===== config.mk =====
export PLATFORM = sky130hd
export DESIGN_NAME = serial_rx_40k
export DESIGN_NICKNAME = d
export VERILOG_FILES = /design/src/rtl/serial_rx_40k_pkg.sv /design/src/rtl/serial_rx_40k_rx_sync.sv /design/src/rtl/serial_rx_40k.sv
export SDC_FILE = /design/constraint.sdc
export NUM_CORES = 1
export LEC_CHECK = 0
export ABC_CLOCK_PERIOD_IN_PS = 2700
export CORE_MARGIN = 2
export CORE_UTILIZATION = 29
export DETAILED_ROUTE_END_ITERATION = 8
export PLACE_DENSITY = 0.49
export SETUP_SLACK_MARGIN = 0.02
export SYNTH_ARGS = -nofsm -noshare
export SYNTH_HDL_FRONTEND = slang
export SYNTH_SLANG_ARGS = --single-unit

===== constraint.sdc =====
create_clock -name clock_in -period 2.7 [get_ports clock_in]
set_clock_uncertainty 0.15 [all_clocks]
set_input_delay 0.675 -clock clock_in [delete_from_list [all_inputs] [get_ports clock_in]]
set_output_delay 0.675 -clock clock_in [all_outputs]
set_load 0.02 [all_outputs]

===== src/rtl/serial_rx_40k_pkg.sv =====
// Shared definitions for the 40 kbit/s serial link (receiver and sender divider).
`timescale 1ns/1ps
package serial_rx_40k_pkg;

  // 20 MHz / 500 = 40 kbit/s. The sender's bit-clock divider uses the same value.
  localparam int unsigned DEF_DIVISOR   = 500;
  localparam int unsigned DEF_DATA_BITS = 8;

  // Receiver FSM encodings
  typedef enum logic [1:0] {
    IDLE  = 2'd0,
    START = 2'd1,
    DATA  = 2'd2,
    STOP  = 2'd3
  } rx_state_e;

endpackage


===== src/rtl/serial_rx_40k_rx_sync.sv =====
// Two-flop synchronizer for the asynchronous serial line plus one history flop
// for falling-edge detection. All flops reset to 1 (idle line) so releasing
// reset on a high line produces no false falling edge.
`timescale 1ns/1ps
module rx_sync (
  input  logic clk_i,
  input  logic rst_i,
  input  logic rx_i,
  output logic sync_o,
  output logic fall_o
);

  logic meta_q;
  logic sync_q;
  logic prev_q;

  // Synchronizer chain and edge-detect history
  always_ff @(posedge clk_i or posedge rst_i) begin
    if (rst_i) begin
      meta_q <= 1'b1;
      sync_q <= 1'b1;
      prev_q <= 1'b1;
    end else begin
      meta_q <= rx_i;
      sync_q <= meta_q;
      prev_q <= sync_q;
    end
  end

  assign sync_o = sync_q;
  assign fall_o = prev_q & ~sync_q;

endmodule


===== src/rtl/serial_rx_40k.sv =====
// 8N1 receiver for the 40 kbit/s link. A local divide-by-DIVISOR counter times
// mid-bit samples after the start edge; no resync is done inside a frame.
`timescale 1ns/1ps
module serial_rx_40k
  import serial_rx_40k_pkg::*;
#(
  parameter int unsigned DIVISOR   = DEF_DIVISOR,
  parameter int unsigned DATA_BITS = DEF_DATA_BITS
) (
  input  logic                 clock_in,
  input  logic                 reset,
  input  logic                 rx_in,
  output logic [DATA_BITS-1:0] data_out,
  output logic                 data_valid,
  output logic                 frame_error,
  output logic                 busy
);

  localparam int unsigned CNT_W = $clog2(DIVISOR);
  localparam int unsigned IDX_W = (DATA_BITS > 1) ? $clog2(DATA_BITS) : 1;

  localparam logic [CNT_W-1:0] HALF_M1  = CNT_W'(DIVISOR / 2 - 1);
  localparam logic [CNT_W-1:0] FULL_M1  = CNT_W'(DIVISOR - 1);
  localparam logic [CNT_W-1:0] CNT_ONE  = CNT_W'(1);
  localparam logic [IDX_W-1:0] LAST_IDX = IDX_W'(DATA_BITS - 1);
  localparam logic [IDX_W-1:0] IDX_ONE  = IDX_W'(1);

  logic line_sync;
  logic line_fall;

  rx_state_e            state_q, state_d;
  logic [CNT_W-1:0]     cnt_q, cnt_d;
  logic [IDX_W-1:0]     idx_q, idx_d;
  logic [DATA_BITS-1:0] shift_q, shift_d;
  logic [DATA_BITS-1:0] data_q, data_d;
  logic                 valid_q, valid_d;
  logic                 ferr_q, ferr_d;
  logic                 busy_q, busy_d;

  rx_sync u_rx_sync (
    .clk_i  (clock_in),
    .rst_i  (reset),
    .rx_i   (rx_in),
    .sync_o (line_sync),
    .fall_o (line_fall)
  );

  // Next-state logic: bit timing, sampling, shifting and strobe generation
  always_comb begin
    state_d = state_q;
    cnt_d   = cnt_q;
    idx_d   = idx_q;
    shift_d = shift_q;
    data_d  = data_q;
    valid_d = 1'b0;
    ferr_d  = 1'b0;
    case (state_q)
      IDLE: begin
        cnt_d = '0;
        idx_d = '0;
        if (line_fall) begin
          state_d = START;
        end else begin
          state_d = IDLE;
        end
      end
      START: begin
        if (cnt_q == HALF_M1) begin
          cnt_d = '0;
          // A high mid-start sample means the edge was a glitch
          if (!line_sync) begin
            state_d = DATA;
          end else begin
            state_d = IDLE;
          end
        end else begin
          cnt_d = cnt_q + CNT_ONE;
        end
      end
      DATA: begin
        if (cnt_q == FULL_M1) begin
          cnt_d   = '0;
          // LSB arrives first, so shift in from the MSB side
          shift_d = {line_sync, shift_q[DATA_BITS-1:1]};
          if (idx_q == LAST_IDX) begin
            idx_d   = '0;
            state_d = STOP;
          end else begin
            idx_d = idx_q + IDX_ONE;
          end
        end else begin
          cnt_d = cnt_q + CNT_ONE;
        end
      end
      STOP: begin
        if (cnt_q == FULL_M1) begin
          cnt_d   = '0;
          state_d = IDLE;
          if (line_sync) begin
            data_d  = shift_q;
            valid_d = 1'b1;
          end else begin
            ferr_d = 1'b1;
          end
        end else begin
          cnt_d = cnt_q + CNT_ONE;
        end
      end
      default: begin
        state_d = IDLE;
        cnt_d   = '0;
        idx_d   = '0;
      end
    endcase
    busy_d = (state_d != IDLE);
  end

  // State, datapath and output registers
  always_ff @(posedge clock_in or posedge reset) begin
    if (reset) begin
      state_q <= IDLE;
      cnt_q   <= '0;
      idx_q   <= '0;
      shift_q <= '0;
      data_q  <= '0;
      valid_q <= 1'b0;
      ferr_q  <= 1'b0;
      busy_q  <= 1'b0;
    end else begin
      state_q <= state_d;
      cnt_q   <= cnt_d;
      idx_q   <= idx_d;
      shift_q <= shift_d;
      data_q  <= data_d;
      valid_q <= valid_d;
      ferr_q  <= ferr_d;
      busy_q  <= busy_d;
    end
  end

  assign data_out    = data_q;
  assign data_valid  = valid_q;
  assign frame_error = ferr_q;
  assign busy        = busy_q;

endmodule


==> results of run 1 <==
[cells by family (layout without fill, tap and decap cells)]
family	after synthesis	after routing
flops	36	36
buf+inv	10	27
xor+xnor	3	3
compound gates	26	26
fa+ha+maj	4	4
simple gates	32	32
mux	16	16
[per-stage QoR]
step	cells	setup WS [ps]	hold slack, ps	total power, uW
3_3_place_gp	208	533.9	196.9	780.4
4_1_cts	216	434.0	210.8	1252
5_1_grt	216	281.7	212.2	1300
3_5_place_dp	208	435.5	197.6	788.2
6_report	216	445.9	207.7	1234
2_1_floorplan	127	778.0	195.2	748.0
[cells in the final DEF (no fill, tap or decap), drive strengths merged, types with 2 or more instances in the layout]
cell,Yosys,final
dfrtp,33,33
mux2,16,16
clkdlybuf4s50,0,13
a21oi,7,7
clkbuf,2,6
inv,5,5
nand2,5,5
nand3,5,5
or3,5,5
o21ai,5,5
a22oi,4,4
ha,4,4
dfstp,3,3
nand4,3,3
xnor2,2,2
nor2,2,2
a31oi,2,2
nor4b,2,2
o211ai,2,2
and2,2,2
a311o,2,2
[sequential cells by signal, summed over array words and instances, names as in the netlist]
name,cells
cnt_q,9
data_out,8
shift_q,8
idx_q,3
state_q,2
busy,1
data_valid,1
frame_error,1
u_rx_sync.meta_q,1
u_rx_sync.prev_q,1
u_rx_sync.sync_o,1
[worst paths after layout]
path	start	endpoint	slack [ps]	cells after the start
max reg2reg	cnt_q[0]	data_out[0]	450	4
min	u_rx_sync.meta_q	u_rx_sync.sync_o	210	0
min in group asynchronous	reset	data_out[2]	650	3
min reg2reg	u_rx_sync.meta_q	u_rx_sync.sync_o	210	0
max	cnt_q[0]	data_out[0]	450	4
max in group asynchronous	reset	u_rx_sync.prev_q	1410	3
[worst max-delay path: stages (launching register included)]
cell	delay, ps
dfrtp_1	420
ha_1	240
nand4bb_1	300
nor4_4	620
mux2_2	400
[power by group through the flow]
stage	clock, uW	sequential [uW]	combinational, uW
after floorplan	0	636	112
after global placement	0	645	136
after detailed placement	0	650	138
after CTS	473	640	140
after global routing	493	650	157
final	457	641	136
[cell type report]
cell class                      count  share of cell area [%]
Tap cell                           72                   4.721
Inverter                            5                  0.9836
Multi-Input combinational cell     81                   34.03
Timing Repair Buffer               14                   7.213
Clock inverter                      2                   1.836
Clock buffer                        6                   3.803
Sequential cell                    36                   47.41
[metal layers]
metal	vias up	global-route usage [%]
met1	533	13.54
met5	-	0
met4	0	4.737
li1	507	-
met2	19	17.07
met3	6	3.103
==> impl_metrics.ini, run 1 <==
[run_status]
status = complete, no violations

[synth]
synth_seq_cells = 36
synth_cells = 127
ys_warn_count = 0
netlist_area_sq_um = 1595
synth_edf_count = 0
synth_compound_area_share_pct = 10.75
syn_area_per_cell_sq_um = 12.56
synth_most_common_cell = dfrtp_1
ys_async_sr_fraction_pct = 100.0
synth_mux_area_share_pct = 11.29
yosys.area_share.adder_pct = 3.137
synth_commonest_cells = 33 x dfrtp_1, 16 x mux2_2, 7 x a21oi_1
synth_area_leaders = dfrtp_1 52%, mux2_2 11%, dfstp_2 4.9%
synthDistinctLibCells = 36
synth_top_family_by_area = simple AND/OR/NAND/NOR gates
yosysSeqAreaShare_pct = 56.71
yosys.area_share.simple_pct = 13.88
yosys.area.top_type = dfrtp_1
syn_nets = 134
synth-xor-area-share_pct = 1.647
synth_ff_type = dfrtp_1
synth_top_area_share_pct = 51.76

[placed_design]
placed_cell_area_sq_um = 1800
gp_congestion = 0.7349
portBuffers = 13
dp_hpwl_um = 2042

[final_layout]
multi_input_area_sq_um = 649.4
final_core_util_pct = 35.30
seqCellArea_sq_um = 904.6
antenna_cells = 0
finalInstanceArea_sq_um = 1908
drive_gt1_share_pct = 20.83
fillCellCount = 558
area_delta_synth_final_pct = 19.61
layout.nets = 150

[drt]
drtAntennaViolNets = 0
met3_length_um = 114
drc = 0
top_layer_used = met4
viasPerCell = 4.931
dr_total_vias = 1065
drt-total-wl_um = 3010
first_iter_violations = 80
wl_per_cell_um = 13.94
met2_length_um = 1386
first_pass_iters = 4
wirelength_met1_um = 1464

[power_and_ir_drop]
p_int_uw = 922.8
p_per_area_nw_per_um2 = 646.6
p_sw_uw = 310.9
p_comb_share_pct = 11.0
p_leak_uw = 0.0008711
ir_drop_v = 0.0002895
swShare_pct = 25.20
pwr-share-seq_pct = 51.9
clockPowerShare_pct = 37.0

[floorplan]
die-area_sq_um = 6111
core_sq_um = 5405
die_h_um = 78.17
start_util_pct = 29.51
die_width_um = 78.17
pin_count = 14
rows = 27

[sta]
max_slew.worst_pin.slew_ps = 660.7
max_freq_ghz = 0.4436
min_period_ps = 2254
period_share_pct = 83.49
hold_viol_final = 0
relSlewSlack_pct = 55.65
rsz0062_at_grt = no
tns_ps = 0
setup_violations = 0
slew_violations = 0

[critical_path]
cp-end-kind = flip-flop
critPathArrivalTime_ps = 2270
worstPathMaxFanout = 9
start_kind = flip-flop
required_ps = 2720
critPathKind = flip-flop to flip-flop

[cts]
postCtsSetupRepairBufs = 0
hold_buffers = 0
root_buffer = clkbuf_8
path_clk_slew_ps = 70
clk_latency_ps = 280
cts_num_sinks = 36
numCtsBuffers = 5
htree_levels = 2
cts_resized = 0
clockBufferDepth = 2
cts_tree = yes

[hold_path]
hold_class = flip-flop to flip-flop

[job]
drv_cap = 0

[grt]
grt_pass1_vias = 1104
grt_pass1_wl_um = 5112
grt_util_all_layers_pct = 10.72
antenna_found_initial = 0
overflow = 0
grt_max_degree = 37
No activity file was read; power rests on OpenSTA's default activity.
==> run 2: changes to the inputs <==
--- a/config.mk
+++ b/config.mk
@@ -5,7 +5,7 @@
 export SDC_FILE = /design/constraint.sdc
 export NUM_CORES = 1
 export LEC_CHECK = 0
-export ABC_CLOCK_PERIOD_IN_PS = 2700
+export ABC_CLOCK_PERIOD_IN_PS = 2300
 export CORE_MARGIN = 2
 export CORE_UTILIZATION = 29
 export DETAILED_ROUTE_END_ITERATION = 8
==> constraint.sdc (replaced) <==
create_clock -name clock_in -period 2.3 [get_ports clock_in]
set_clock_uncertainty 0.15 [all_clocks]
set_input_delay 0.575 -clock clock_in [delete_from_list [all_inputs] [get_ports clock_in]]
set_output_delay 0.575 -clock clock_in [all_outputs]
set_load 0.02 [all_outputs]
==> impl_metrics.ini, run 2 (synthesis results as in run 1) <==
[run_status]
status = complete, no violations

[critical_path]
cp-end-kind = flip-flop
rr_endpoint = data_out[0]
critPathArrivalTime_ps = 2090
cp_cell_sequence = ha_1, nand4bb_1, nor4_4, buf_4, mux2_2
cp_slowest_cell = dfrtp_1
worstPathMaxFanout = 9
r2r_cells = 5
critPathTopFamily = simple AND/OR/NAND/NOR gates
reg2reg_from = cnt_q[0]
slowest_delay_ps = 420
critPathKind = flip-flop to flip-flop
r2r_slack_ps = 240
required_ps = 2320
start_kind = flip-flop
critPathBufInv = 1

[sta]
min_period_ps = 2061
slew_violations = 0
relSlewSlack_pct = 62.96
hold_viol_final = 0
rsz0062_at_grt = no
period_share_pct = 89.61
max_slew.worst_pin.slew_ps = 548.1
tns_ps = 0
max_freq_ghz = 0.4852
setup_violations = 0

[drt]
first_pass_iters = 4
drtAntennaViolNets = 0
viasPerCell = 4.954
wl_per_cell_um = 13.87
drc = 0
drt-total-wl_um = 3037
dr_total_vias = 1085
first_iter_violations = 72

[power_and_ir_drop]
ir_drop_v = 0.0003199
p_leak_uw = 0.0008838
total_power_uw = 1469
p_per_area_nw_per_um2 = 759.3

[grt]
grt_max_degree = 37
antenna_found_initial = 0
grt_pass1_wl_um = 5175
overflow = 0
grt_pass1_vias = 1087
grt_util_all_layers_pct = 11.04

[cts]
cts_num_sinks = 36
cts_resized = 0
root_buffer = clkbuf_8
clockBufferDepth = 2
clk_latency_ps = 290
htree_levels = 2
path_clk_slew_ps = 80
numCtsBuffers = 5
cts_tree = yes
hold_buffers = 0
postCtsSetupRepairBufs = 0

[floorplan]
die_width_um = 78.17
rows = 27
die-area_sq_um = 6111
start_util_pct = 29.51
core_sq_um = 5405
pin_count = 14
die_h_um = 78.17

[hold_path]
worstHoldStart = u_rx_sync.meta_q
min_path_cells = 0
hold_class = flip-flop to flip-flop
holdPathEnd = u_rx_sync.sync_o

[final_layout]
final_cells = 219
finalInstanceArea_sq_um = 1934
final_core_util_pct = 35.79
area_delta_synth_final_pct = 21.26
drive_gt1_share_pct = 23.13
fillCellCount = 556
largest_reg_flops = 9
antenna_cells = 0
layout_common_cells = 33 x dfrtp_1, 16 x mux2_2, 13 x clkdlybuf4s50_1, 7 x a21oi_1
regMostFlops = cnt_q
layout.nets = 153
layout_commonest_cell = dfrtp_1

[placed_design]
placed_cell_area_sq_um = 1823
portBuffers = 13
dp_hpwl_um = 2059
gp_congestion = 0.7915
placed_cells = 211

[job]
drv_cap = 0
## run 2: cell types whose count changed in the layout (fill, tap and decap cells not counted)
cell        previous run  this run
buf_4                  1         4
clkinvlp_4             0         1
clkbuf_1               1         0
## run 2: worst max path at each step
stage	start	endpoint	cells past startpoint
floorplan	cnt_q[0]	data_out[0]	5
global placement	cnt_q[0]	data_out[4]	5
detailed placement	cnt_q[0]	data_out[0]	5
CTS	cnt_q[0]	data_out[0]	5
global route	cnt_q[0]	data_out[0]	5
finish	cnt_q[0]	data_out[0]	5
## run 2: worst register-to-register path, cell delays in order (launching register included)
cell	delay, ps
dfrtp_1	420
ha_1	250
nand4bb_1	280
nor4_4	280
buf_4	220
mux2_2	350
## run 2: cell type report
type | count | area [sq um] | share of cell area [%]
tap | 72 | 90.09 | 4.657
clock buffer | 5 | 68.82 | 3.558
clock inverter | 3 | 42.54 | 2.199
inverter | 5 | 18.77 | 0.9702
sequential | 36 | 904.6 | 46.77
timing repair buffer | 17 | 160.2 | 8.279
multi-input combinational | 81 | 649.4 | 33.57
## run 2: power by group
part	internal [uW]	switching [uW]	total [uW]
logic	76.1	81.6	158
clock network	321	239	560
registers	684	67.1	751
total	1080	388	1470
## run 2: routing by layer
metal / up-vias / GRT usage [%] / part of all wire (%)
met3: 4 / 4.828 / 6.6
met4: 0 / 2.632 / 0.82
li1: 507 / - / -
met1: 546 / 13.35 / 43
met2: 28 / 18.19 / 49
met5: - / 0 / 0
## run 2: metrics by stage
| stage | hold WS [ps] | worst slack [ps] |
|---|---|---|
| floorplan | 195.2 | 378.0 |
| CTS | 214.0 | 215.9 |
| detailed placement | 200.3 | 236.6 |
| finish | 205.9 | 238.9 |
| global route | 224.9 | 71.13 |
| global placement | 197.8 | 296.5 |
==> run 3: changes to the inputs <==
--- a/config.mk
+++ b/config.mk
@@ -11,6 +11,7 @@
 export DETAILED_ROUTE_END_ITERATION = 8
 export PLACE_DENSITY = 0.49
 export SETUP_SLACK_MARGIN = 0.02
+export SLEW_MARGIN = 15
 export SYNTH_ARGS = -nofsm -noshare
 export SYNTH_HDL_FRONTEND = slang
 export SYNTH_SLANG_ARGS = --single-unit
==> constraint.sdc (replaced) <==
create_clock -name clock_in -period 2.3 [get_ports clock_in]
set_clock_uncertainty 0.15 [all_clocks]
set_input_delay 0.345 -clock clock_in [delete_from_list [all_inputs] [get_ports clock_in]]
set_output_delay 0.345 -clock clock_in [all_outputs]
set_load 0.02 [all_outputs]
==> results of run 3 <==
Same layout as run 2 (identical final DEF). Status: complete, no violations.
